### src/rtl/button_pkg.sv
// -----------------------------------------------------------------------------
// button_pkg
// Shared definitions for the button conditioner: the per-channel state enum
// and the default filter / stuck-detect constants.
// Build option: BUTTON_STUCK_DETECT_EN adds the STUCK state to the enum.
// -----------------------------------------------------------------------------
package button_pkg;

   // Consecutive disagreeing synchronised samples needed to flip a level
   localparam int FILTER_LEN_DEF   = 4;
   // Continuous press that marks a button stuck: 10 s at 32.768 kHz
   localparam int STUCK_CYCLES_DEF = 327680;

`ifdef BUTTON_STUCK_DETECT_EN
   typedef enum logic [1:0] {
      RELEASED = 2'd0,
      PRESSED  = 2'd1,
      STUCK    = 2'd2
   } btn_state_e;
`else
   typedef enum logic {
      RELEASED = 1'b0,
      PRESSED  = 1'b1
   } btn_state_e;
`endif

endpackage

### src/rtl/button_channel.sv
// -----------------------------------------------------------------------------
// button_channel
// One conditioned button: two-flop synchroniser, agreement-count debounce
// filter, and a RELEASED/PRESSED(/STUCK) state machine with registered outputs.
//
// Ports
//   HCLK     in   system clock
//   HRESETn  in   asynchronous active-low reset
//   raw      in   raw pin, asynchronous, low = pressed, may bounce
//   level    out  conditioned level, low only while PRESSED
//   stuck    out  high only while STUCK (constant 0 without the build option)
//
// Build option: BUTTON_STUCK_DETECT_EN enables the hold counter and STUCK.
// -----------------------------------------------------------------------------
module button_channel
   import button_pkg::*;
#(
   parameter int FILTER_LEN   = FILTER_LEN_DEF,
   parameter int STUCK_CYCLES = STUCK_CYCLES_DEF
) (
   input  logic HCLK,
   input  logic HRESETn,
   input  logic raw,
   output logic level,
   output logic stuck
);

   localparam int               CNT_W    = $clog2(FILTER_LEN + 1);
   localparam logic [CNT_W-1:0] CNT_LAST = CNT_W'(FILTER_LEN - 1);

   if (FILTER_LEN < 1) begin : g_bad_filter_len
      $error("button_channel: FILTER_LEN must be at least 1");
   end
   if (STUCK_CYCLES < 2) begin : g_bad_stuck_cycles
      $error("button_channel: STUCK_CYCLES must be at least 2");
   end

   logic             sync1, sync2;
   logic             filt;
   logic [CNT_W-1:0] agree_cnt;
   logic             toggle;
   btn_state_e       state;

   // Synchroniser resets to the released level so a held button is seen
   // as a fresh press after reset.
   always_ff @(posedge HCLK or negedge HRESETn) begin
      if (!HRESETn) begin
         sync1 <= 1'b1;
         sync2 <= 1'b1;
      end else begin
         sync1 <= raw;
         sync2 <= sync1;
      end
   end

   // Flip on the cycle the count would reach FILTER_LEN. The FSM consumes
   // this same pulse so the output moves on the same edge as filt.
   assign toggle = (sync2 != filt) && (agree_cnt == CNT_LAST);

   always_ff @(posedge HCLK or negedge HRESETn) begin
      if (!HRESETn) begin
         filt      <= 1'b1;
         agree_cnt <= '0;
      end else if (sync2 == filt) begin
         agree_cnt <= '0;
      end else if (toggle) begin
         filt      <= ~filt;
         agree_cnt <= '0;
      end else begin
         agree_cnt <= agree_cnt + 1'b1;
      end
   end

`ifdef BUTTON_STUCK_DETECT_EN
   localparam int                HOLD_W    = $clog2(STUCK_CYCLES + 1);
   localparam logic [HOLD_W-1:0] HOLD_LAST = HOLD_W'(STUCK_CYCLES - 1);

   logic [HOLD_W-1:0] hold_cnt;

   // RELEASED implies filt high and PRESSED/STUCK imply filt low, so a
   // toggle in RELEASED is a press and a toggle elsewhere is a release.
   // hold_cnt stops at HOLD_LAST, which is where PRESSED hands over to STUCK.
   always_ff @(posedge HCLK or negedge HRESETn) begin
      if (!HRESETn) begin
         state    <= RELEASED;
         hold_cnt <= '0;
         level    <= 1'b1;
         stuck    <= 1'b0;
      end else begin
         case (state)
            RELEASED: if (toggle) begin
               state    <= PRESSED;
               hold_cnt <= '0;
               level    <= 1'b0;
            end
            PRESSED: begin
               if (toggle) begin
                  state <= RELEASED;
                  level <= 1'b1;
               end else if (hold_cnt == HOLD_LAST) begin
                  // Stuck button is shown released downstream
                  state <= STUCK;
                  level <= 1'b1;
                  stuck <= 1'b1;
               end else begin
                  hold_cnt <= hold_cnt + 1'b1;
               end
            end
            STUCK: if (toggle) begin
               // Leave quietly: level is already high, no press event
               state <= RELEASED;
               stuck <= 1'b0;
            end
            default: begin
               state <= RELEASED;
               level <= 1'b1;
               stuck <= 1'b0;
            end
         endcase
      end
   end
`else
   always_ff @(posedge HCLK or negedge HRESETn) begin
      if (!HRESETn) begin
         state <= RELEASED;
         level <= 1'b1;
      end else begin
         case (state)
            RELEASED: if (toggle) begin
               state <= PRESSED;
               level <= 1'b0;
            end
            PRESSED: if (toggle) begin
               state <= RELEASED;
               level <= 1'b1;
            end
         endcase
      end
   end

   assign stuck = 1'b0;
`endif

endmodule

### src/rtl/button_conditioner.sv
// -----------------------------------------------------------------------------
// button_conditioner
// Conditions the Mode and Trip push-buttons for button_manager: each pin is
// synchronised, debounced and optionally checked for a stuck press. The two
// channels are independent instances of button_channel.
//
// Ports
//   HCLK       in   system clock, 32.768 kHz nominal
//   HRESETn    in   asynchronous active-low reset
//   ModeRaw    in   raw Mode pin, low = pressed
//   TripRaw    in   raw Trip pin, low = pressed
//   Mode       out  conditioned Mode level, low = pressed
//   Trip       out  conditioned Trip level, low = pressed
//   ModeStuck  out  high while Mode is classified stuck
//   TripStuck  out  high while Trip is classified stuck
//
// Build option: BUTTON_STUCK_DETECT_EN enables stuck detection; without it
// ModeStuck and TripStuck are constant 0.
// -----------------------------------------------------------------------------
module button_conditioner
   import button_pkg::*;
#(
   parameter int FILTER_LEN   = FILTER_LEN_DEF,
   parameter int STUCK_CYCLES = STUCK_CYCLES_DEF
) (
   input  logic HCLK,
   input  logic HRESETn,
   input  logic ModeRaw,
   input  logic TripRaw,
   output logic Mode,
   output logic Trip,
   output logic ModeStuck,
   output logic TripStuck
);

   localparam int NUM_CH = 2;   // index 0 = Mode, 1 = Trip

   logic [NUM_CH-1:0] raw_vec;
   logic [NUM_CH-1:0] level_vec;
   logic [NUM_CH-1:0] stuck_vec;

   assign raw_vec = {TripRaw, ModeRaw};

   for (genvar g = 0; g < NUM_CH; g++) begin : g_ch
      button_channel #(
         .FILTER_LEN   (FILTER_LEN),
         .STUCK_CYCLES (STUCK_CYCLES)
      ) u_ch (
         .HCLK    (HCLK),
         .HRESETn (HRESETn),
         .raw     (raw_vec[g]),
         .level   (level_vec[g]),
         .stuck   (stuck_vec[g])
      );
   end

   // Straight from channel flops: no combinational path from any pin
   assign Mode      = level_vec[0];
   assign Trip      = level_vec[1];
   assign ModeStuck = stuck_vec[0];
   assign TripStuck = stuck_vec[1];

endmodule

### config.mk
export PLATFORM = sky130hd
export DESIGN_NAME = button_conditioner
export DESIGN_NICKNAME = d
export VERILOG_FILES = /design/src/rtl/button_pkg.sv /design/src/rtl/button_channel.sv /design/src/rtl/button_conditioner.sv
export SDC_FILE = /design/constraint.sdc
export NUM_CORES = 1
export LEC_CHECK = 0
export BUFFER_PORTS_ARGS = -buffer_cell sky130_fd_sc_hd__clkbuf_2
export CAP_MARGIN = 20
export CORE_MARGIN = 4
export CORE_UTILIZATION = 47
export CTS_CLUSTER_DIAMETER = 30
export CTS_CLUSTER_SIZE = 20
export DETAILED_ROUTE_END_ITERATION = 16
export GPL_ROUTABILITY_DRIVEN = 0
export PLACE_DENSITY = 0.69
export SYNTH_ARGS = -nofsm -noshare
export SYNTH_HDL_FRONTEND = slang
export SYNTH_HIERARCHICAL = 1
export SYNTH_SLANG_ARGS = --single-unit
### constraint.sdc
create_clock -name HCLK -period 1.2 [get_ports HCLK]
set_input_delay 0.06 -clock HCLK [delete_from_list [all_inputs] [get_ports HCLK]]
set_output_delay 0.06 -clock HCLK [all_outputs]
set_load 0.005 [all_outputs]
After elaboration in Yosys (flattened, before gate mapping)

Index checks and enable logic that the tools add are counted.

Bits in registers: 16
Word-level logic and storage cells: 52

$add $sub $neg: 2
Equality and inequality tests: 10
Muxes and demuxes: 16
Bitwise logic cells: 6
Reduce and logical (&&, ||, !) cells: 6

Operator list:

| kind                                                                    | number |
|---|---|
| 3-bit two-way mux                                                       | 4 |
| 1-bit two-way mux                                                       | 8 |
| 2-bit by 1-bit inequality test with 1-bit output, second input constant | 4 |
| 1-bit one-hot mux with 2 select lines                                   | 4 |
| 2-bit AND reduction                                                     | 4 |
| 3-bit by 1-bit adder with 3-bit output, second input constant           | 2 |
| 3-bit by 2-bit == test with 1-bit output, second input constant         | 2 |
| 1-bit inverter                                                          | 6 |
| 1-bit == test                                                           | 2 |
| 1-bit logical AND                                                       | 2 |
| 1-bit inequality test                                                   | 2 |

Logic depth before layout (Yosys ltp)

Gate-level depths: netlist of the first run.

Depth in word-level cells: 4
Depth in mapped cells: 6
Depth with buffers taken out: 6

Cells and area by module

The synthesis of the first run kept the hierarchy.

By module, submodules not included:

| module         | times used | cells an instance | area an instance (µm²) | seq. area each (µm²) |
|---|---|---|---|---|
| button_channel | 2          | 23                | 330.3                  | 205.2 |

Worst setup path after synthesis of the first run

OpenSTA, ideal clock, no wires.

Path kind: register to register
Start: register g_ch[0].u_ch.filt
End: register g_ch[0].u_ch.level
Library setup time: 0.091 ns
Data arrival time: 1.181 ns
Data required time: 1.109 ns
Path slack: -0.072 ns
Stages on the path, launching flop included: 5
Buffers on the path: 0
Cell sequence: dfstp_2 xnor2_1 nand2b_1 ha_1 o31ai_1

Cells in the longest elaborated chain, start to end: 4
Elaborated cells between the ends (all ways): 5
Those cells by class: eq/ne (3); reduce/logical (2)

Ends and longest elaborated chain:

| what                                                       | line                  | source |
|---|---|---|
| from (decl)                                                | button_channel.sv:39  | `logic filt;` |
| from (signal assigned)                                     | button_channel.sv:67  | `filt <= ~filt;` |
| 1-bit inequality test (*)                                  | button_channel.sv:58  | `assign toggle = (sync2 != filt) && (agree_cnt == CNT_LAST);` |
| 1-bit logical AND (*)                                      | button_channel.sv:58  |  |
| 2-bit by 1-bit inequality test with 1-bit output (no line) | -                     |  |
| 2-bit AND reduction (no line) (*)                          | -                     |  |
| to (signal assigned)                                       | button_channel.sv:126 | `level <= 1'b1;` |
| to (signal assigned)                                       | button_channel.sv:131 | `level <= 1'b0;` |
| to (signal assigned)                                       | button_channel.sv:135 | `level <= 1'b1;` |
| to (decl)                                                  | button_channel.sv:24  | `output logic level,` |

Every way passes the cells marked *; elsewhere a longest branch is shown, timed or not.
A chain may end at the register's enable or synchronous reset.

Worst setup path after layout of the first run

Start: register g_ch[1].u_ch.agree_cnt[0]
End: register g_ch[1].u_ch.level

Cells in the longest elaborated chain, start to end: 4
Elaborated cells between the ends (all ways): 5
Those cells by class: eq/ne (3); reduce/logical (2)

Ends and longest elaborated chain:

| what                                                       | line                  | source |
|---|---|---|
| from (decl)                                                | button_channel.sv:40  | `logic [CNT_W-1:0] agree_cnt;` |
| from (signal assigned)                                     | button_channel.sv:70  | `agree_cnt <= agree_cnt + 1'b1;` |
| 3-bit by 2-bit == test with 1-bit output (*)               | button_channel.sv:58  |  |
| 1-bit logical AND (*)                                      | button_channel.sv:58  |  |
| 2-bit by 1-bit inequality test with 1-bit output (no line) | -                     |  |
| 2-bit AND reduction (no line) (*)                          | -                     |  |
| to (signal assigned)                                       | button_channel.sv:126 |  |
| to (signal assigned)                                       | button_channel.sv:131 |  |
| to (signal assigned)                                       | button_channel.sv:135 |  |
| to (decl)                                                  | button_channel.sv:24  |  |

Marked as above.

==> metrics.txt, run 1 <==
DP HPWL 814 um; largest cells by area after synthesis dfstp_2, dfrtp_1, ha_1; status complete, but fails checks; vias per std cell 5.01; chip width 45.5 um; fillers 89; Psw 668 uW; Comb pwr share 0.468; Die Footprint 0.00207 mm2; Post-synth EDFFs 0; final setup margin -0.119 ns; Net count, final 78; initial antenna violation count 0; final worst path period share 1.10; gr ovfl total 0; initial core utilization 0.501; CORE AREA 0.00132 mm2; CP max FO 2; share of layout cells above drive strength 1 0.727; diodes inserted 0; failing checks setup timing; Slowest cell on crit path dfrtp_1; Syn Area/Cell 14.4 um2; Critical Path, Cell by Cell ha_2 -> nor2b_4 -> nand2b_4 -> ha_4 -> o21ai_4 -> o31ai_4; Area after DPL 782 um2; H-tree levels 1; maximum VDD drop 1200 uV; Worst EP required 1.40 ns; largest net degree at the start of global routing 17; asr flop ratio synth 1.00; Worst-path clk slew 0.09 ns; HP Class in2async; standard-cell rows 13; CTS tree done; CTS max path bufs 2; ys flop type dfstp_2; cts bufs inserted 3; first-pass GRT wire length 1.98 mm; Sink Count 16; Max Transition Viols Final 0; Net Count, Synth 56; Critical Path Start Type flip-flop; Yosys warnings 6; post-synth top area cell dfstp_2; Root Buffer clkbuf_4; Arrival @ worst endpoint 1.52 ns; synth cell count leaders dfrtp_1, dfstp_2, ha_1; synth unique cells 14; Final Cell Area 973 um2; nature of the critical path endpoint flip-flop; DRC viols 0; skew final 0.00208 ns; Cells after Synth 46; Power Density 2200 mW/mm2; GRT Util Overall 0.143; Max Cap Viol 0; Int Pwr 1.47 mW; register bit total from synthesis 16; RSZ-0062 raised after global routing yes; Boundary Pins 8; Die Ht 45.5 um; post-layout min period 1.32 ns; clock power share 0.124; Critical Path Max Stage Delay 0.36 ns; Initial DRC Count 1; Layout area overhead 47.3%; 1st-pass router iterations 2; WHS 0.231 ns; top cell type's share of synthesized area 0.318; post-synthesis sequential area ratio 0.621; Synth Cell Area 661 um2; vias in the first global route 447; Pleak 0.431 nW; FMAX 758 MHz; share of power burned in registers 0.409; switch share 0.312; Clock Latency Late Sink 0.27 ns; WL/cell 14.0 um; via count 406; final hold violation count 0; final setup vio count 5; Setup CP Type reg2reg; final WL 1.13 mm; PortBufs 5; post-route ant nets 0
stage by stage:
step | TNS [ns] | power [mW] | setup slack (ns) | utilization | instances
2_1_floorplan | -0.0439 | 1.26 | -0.0220 | - | 46
3_3_place_gp | -0.0529 | 1.41 | -0.0285 | 0.594 | 69
3_5_place_dp | -0.331 | 1.50 | -0.173 | 0.594 | 69
4_1_cts | -0.517 | 2.06 | -0.126 | 0.713 | 79
5_1_grt | -0.752 | 2.32 | -0.155 | 0.739 | 81
6_report | -0.482 | 2.14 | -0.119 | 0.739 | 81
state kept, by name, summed over array words and instances, names as in the netlist:
name / cells
g_ch.u_ch/agree_cnt: 6
g_ch.u_ch/filt: 2
g_ch.u_ch/level: 2
g_ch.u_ch/sync2: 2
g_ch.u_ch/state: 2
g_ch.u_ch/sync1: 2
layer usage:
layer,track usage,part of all wire,up-vias
met5,0,0,-
met2,0.248,0.56,8
met4,0.0877,0.0080,0
met3,0.0237,0.042,2
met1,0.159,0.39,207
li1,-,-,189
final timing paths:
path	endpoint	startpoint	cells past startpoint	slack (ns)
worst min-delay path	g_ch[0].u_ch/agree_cnt[2]	HRESETn	2	0.23
worst min register to register	g_ch[1].u_ch/sync2	g_ch[1].u_ch/sync1	0	0.36
max in group asynchronous	g_ch[0].u_ch/filt	HRESETn	2	0.66
worst max-delay path	g_ch[1].u_ch/level	g_ch[1].u_ch/agree_cnt[0]	6	-0.12
min in group HCLK	g_ch[1].u_ch/sync2	g_ch[1].u_ch/sync1	0	0.36
worst max register to register	g_ch[1].u_ch/level	g_ch[1].u_ch/agree_cnt[0]	6	-0.12
cell families (layout without fill, tap and decap cells):
kind of cell	count (synthesis)	in the layout	share of synthesized area
AOI/OAI and AO/OA	4	4	0.0379
xor gates and xnor gates	2	2	0.0265
adders and majority gates	6	6	0.114
buffers and inverters	4	24	0.0341
DFF	16	16	0.621
muxes	2	2	0.0341
other	2	2	0.0114
and+or+nand+nor	10	10	0.121
timing repair:
action                     CTS  global route
setup endpoints to repair    4             7
setup buffers                4             2
pin swaps                    2             2
hold buffers                 3             0
gates resized for setup     15             4
hold endpoints to repair    18             0
final cells by class:
cell class	instances	area, um2	area share
multi-input combinational	26	369	0.379
clock buffer	3	22.5	0.0231
timing repair buffer	19	145	0.149
inverter	2	7.51	0.00771
sequential	16	410	0.422
tap	15	18.8	0.0193
critical path, delay by kind of cell, from the launching register on:
kind	cells	cell delay [ns]
AOI/OAI and AO/OA	2	0.24
adders and majority gates	2	0.37
DFF	1	0.36
and+or+nand+nor	2	0.27
cell usage in the layout (no fill, tap or decap), types with 3 or more instances in the layout:
cell type,instances
buf_4,9
dfrtp_1,8
dfstp_2,8
clkbuf_2,5
ha_4,4
clkbuf_4,3
dlygate4sd3_1,3
power by group through the flow:
| stage | clock network [mW] | registers (mW) | logic (mW) |
|---|---|---|---|
| after global placement | 0 | 0.859 | 0.549 |
| after global routing | 0.316 | 0.894 | 1.11 |
| after detailed placement | 0 | 0.878 | 0.620 |
| after CTS | 0.281 | 0.878 | 0.896 |
| after floorplan | 0 | 0.857 | 0.405 |
| final | 0.265 | 0.875 | 1.00 |
Power figures use the tool's default switching activity.
==> run 2, diff against run 1 <==
- CORE_UTILIZATION: 47 -> 50
- CTS_BUF_LIST: unset -> sky130_fd_sc_hd__clkbuf_8
- HOLD_SLACK_MARGIN: unset -> 0.08
- MAX_ROUTING_LAYER: unset -> met4
- PLACE_DENSITY: 0.69 -> 0.73
==> metrics.txt, run 2 (synthesized netlist as in run 1, its figures left out) <==
status complete, but fails checks; failing checks setup timing; CTS max path bufs 2 (unchanged); Max Cap Viol 0 (unchanged); Worst-path clk slew 0.06 ns (-0.03 ns); placed cell count 69 (unchanged); fillers 58 (-35%); final worst path period share 1.10 (+0.00374); CTS tree done; gr ovfl total 0 (unchanged); H-tree levels 1 (unchanged); HP Class in2async; final WL 1.42 mm (+26%); R2R cell count 6 (unchanged); Setup CP Type reg2reg; most common cell after layout, fill and taps aside buf_4; Boundary Pins 8 (unchanged); via count 423 (+4.2%); Final Cell Area 1000 um2 (+2.7%); area of the multi-input gates 367 um2 (-0.68%); initial core utilization 0.564 (+0.0627); CORE AREA 0.00117 mm2 (-11%); nature of the critical path endpoint flip-flop; share of layout cells above drive strength 1 0.706 (-0.0214); Sink Count 16 (unchanged); largest net degree at the start of global routing 17 (unchanged); post-route ant nets 0 (unchanged); final setup margin -0.124 ns (-0.00448 ns); vias in the first global route 470 (+5.1%); CP max FO 2 (unchanged); Worst EP required 1.37 ns (-0.03 ns); final setup vio count 6 (+1); max reg flops 6 (unchanged); register area 410 um2 (unchanged); Worst R2R Setup Slack -0.12 ns (about the same); Clock Latency Late Sink 0.24 ns (-0.03 ns); Critical Path Start Type flip-flop; Initial DRC Count 5 (+4); Top reg by flops g_ch.u_ch/agree_cnt; Max Transition Viols Final 0 (unchanged); maximum VDD drop 1490 uV (+24%); first-pass GRT wire length 2.20 mm (+11%); post-layout min period 1.32 ns (+0.00448 ns); Die Ht 44.4 um (-2.5%); Root Buffer clkbuf_8; skew final 0.00354 ns (+0.00147 ns); cts bufs inserted 3 (unchanged); RR Endpoint g_ch[0].u_ch/level; vias per std cell 5.16 (+2.9%); Place WS -0.158 ns (+0.0144 ns); WL/cell 17.4 um (+24%); diodes inserted 0 (unchanged); standard-cell rows 12 (-1); PortBufs 5 (unchanged); Layout area overhead 51.3%; Die Footprint 0.00197 mm2 (-4.9%); Setup crit end g_ch[0].u_ch/level; chip width 44.4 um (-2.5%); most frequent cells in the layout buf_4, dfrtp_1, dfstp_2, clkbuf_2; Arrival @ worst endpoint 1.49 ns (-0.03 ns); 1st-pass router iterations 4 (+2); Net count, final 79 (+1.3%); Power Density 2310 mW/mm2 (+5.2%); Area after DPL 788 um2 (+0.80%); worst reg2reg startpoint g_ch[0].u_ch/agree_cnt[0]; GRT Util Overall 0.169 (+0.0262); FMAX 755 MHz (-0.34%); initial antenna violation count 0 (unchanged); Pleak 0.449 nW (+4.2%); final hold violation count 0 (unchanged); fin cells 82 (+1.2%); DRC viols 0 (unchanged); RSZ-0062 raised after global routing yes; Critical path origin g_ch[0].u_ch/agree_cnt[0]; WHS 0.265 ns (+0.0342 ns)
run 2: cell types whose count changed in the layout (fill, tap and decap cells not counted), sizes merged:
| cell | change |
|---|---|
| buf | +1 |
| inv | +1 |
run 2: how the worst min path moves through the flow:
stage,start,to
finish,HRESETn,g_ch[0].u_ch/state
global route,HRESETn,g_ch[0].u_ch/agree_cnt[2]
CTS,HRESETn,g_ch[0].u_ch/agree_cnt[0]
detailed placement,HRESETn,g_ch[0].u_ch/state
global placement,HRESETn,g_ch[1].u_ch/state
floorplan,HRESETn,g_ch[0].u_ch/agree_cnt[0]
run 2: cell type report:
type | count | area share
sequential | 16 | 0.411
multi-input combinational | 26 | 0.367
timing repair buffer | 20 | 0.153
clock buffer | 3 | 0.0413
tap | 14 | 0.0175
inverter | 2 | 0.00751
clock inverter | 1 | 0.00375
run 2: timing repair:
action / CTS / global route
hold buffers: 3 / 0
cloned: 0 / 0
setup buffers: 5 / 1
endpoints found under the hold margin: 18 / 0
resized for setup: 4 / 14
endpoints found under the setup margin: 4 / 12
pin swaps: 4 / 6
run 2: report_power, final:
part	total (mW)	leakage, nW	internal, mW	switching [mW]
sequential	0.888	0.188	0.754	0.133
clock	0.398	0.0269	0.226	0.172
combinational	1.03	0.234	0.608	0.419
total	2.31	0.449	1.59	0.724
run 2: worst max-delay path, stage by stage, from the launching register on:
cell and delay, ns:
dfrtp_1 0.37, ha_2 0.19, nor2b_4 0.18, nand2b_4 0.09, ha_4 0.18, o21ai_4 0.16, o31ai_4 0.08
run 2: layer usage:
metal  wire length [um]  up-vias  GRT usage
li1                   -      193          -
met1                529      211      0.178
met2                799       13      0.291
met3                 44        6     0.0366
met4                 49        0     0.0904
met5                  0        -          -
run 2: stage by stage:
stage,TNS (ns),util,power (mW)
floorplan,-0.0439,-,1.26
global placement,-0.0529,0.673,1.42
CTS,-0.457,0.782,2.03
global route,-0.754,0.854,2.47
finish,-0.380,0.854,2.31
detailed placement,-0.293,0.673,1.50
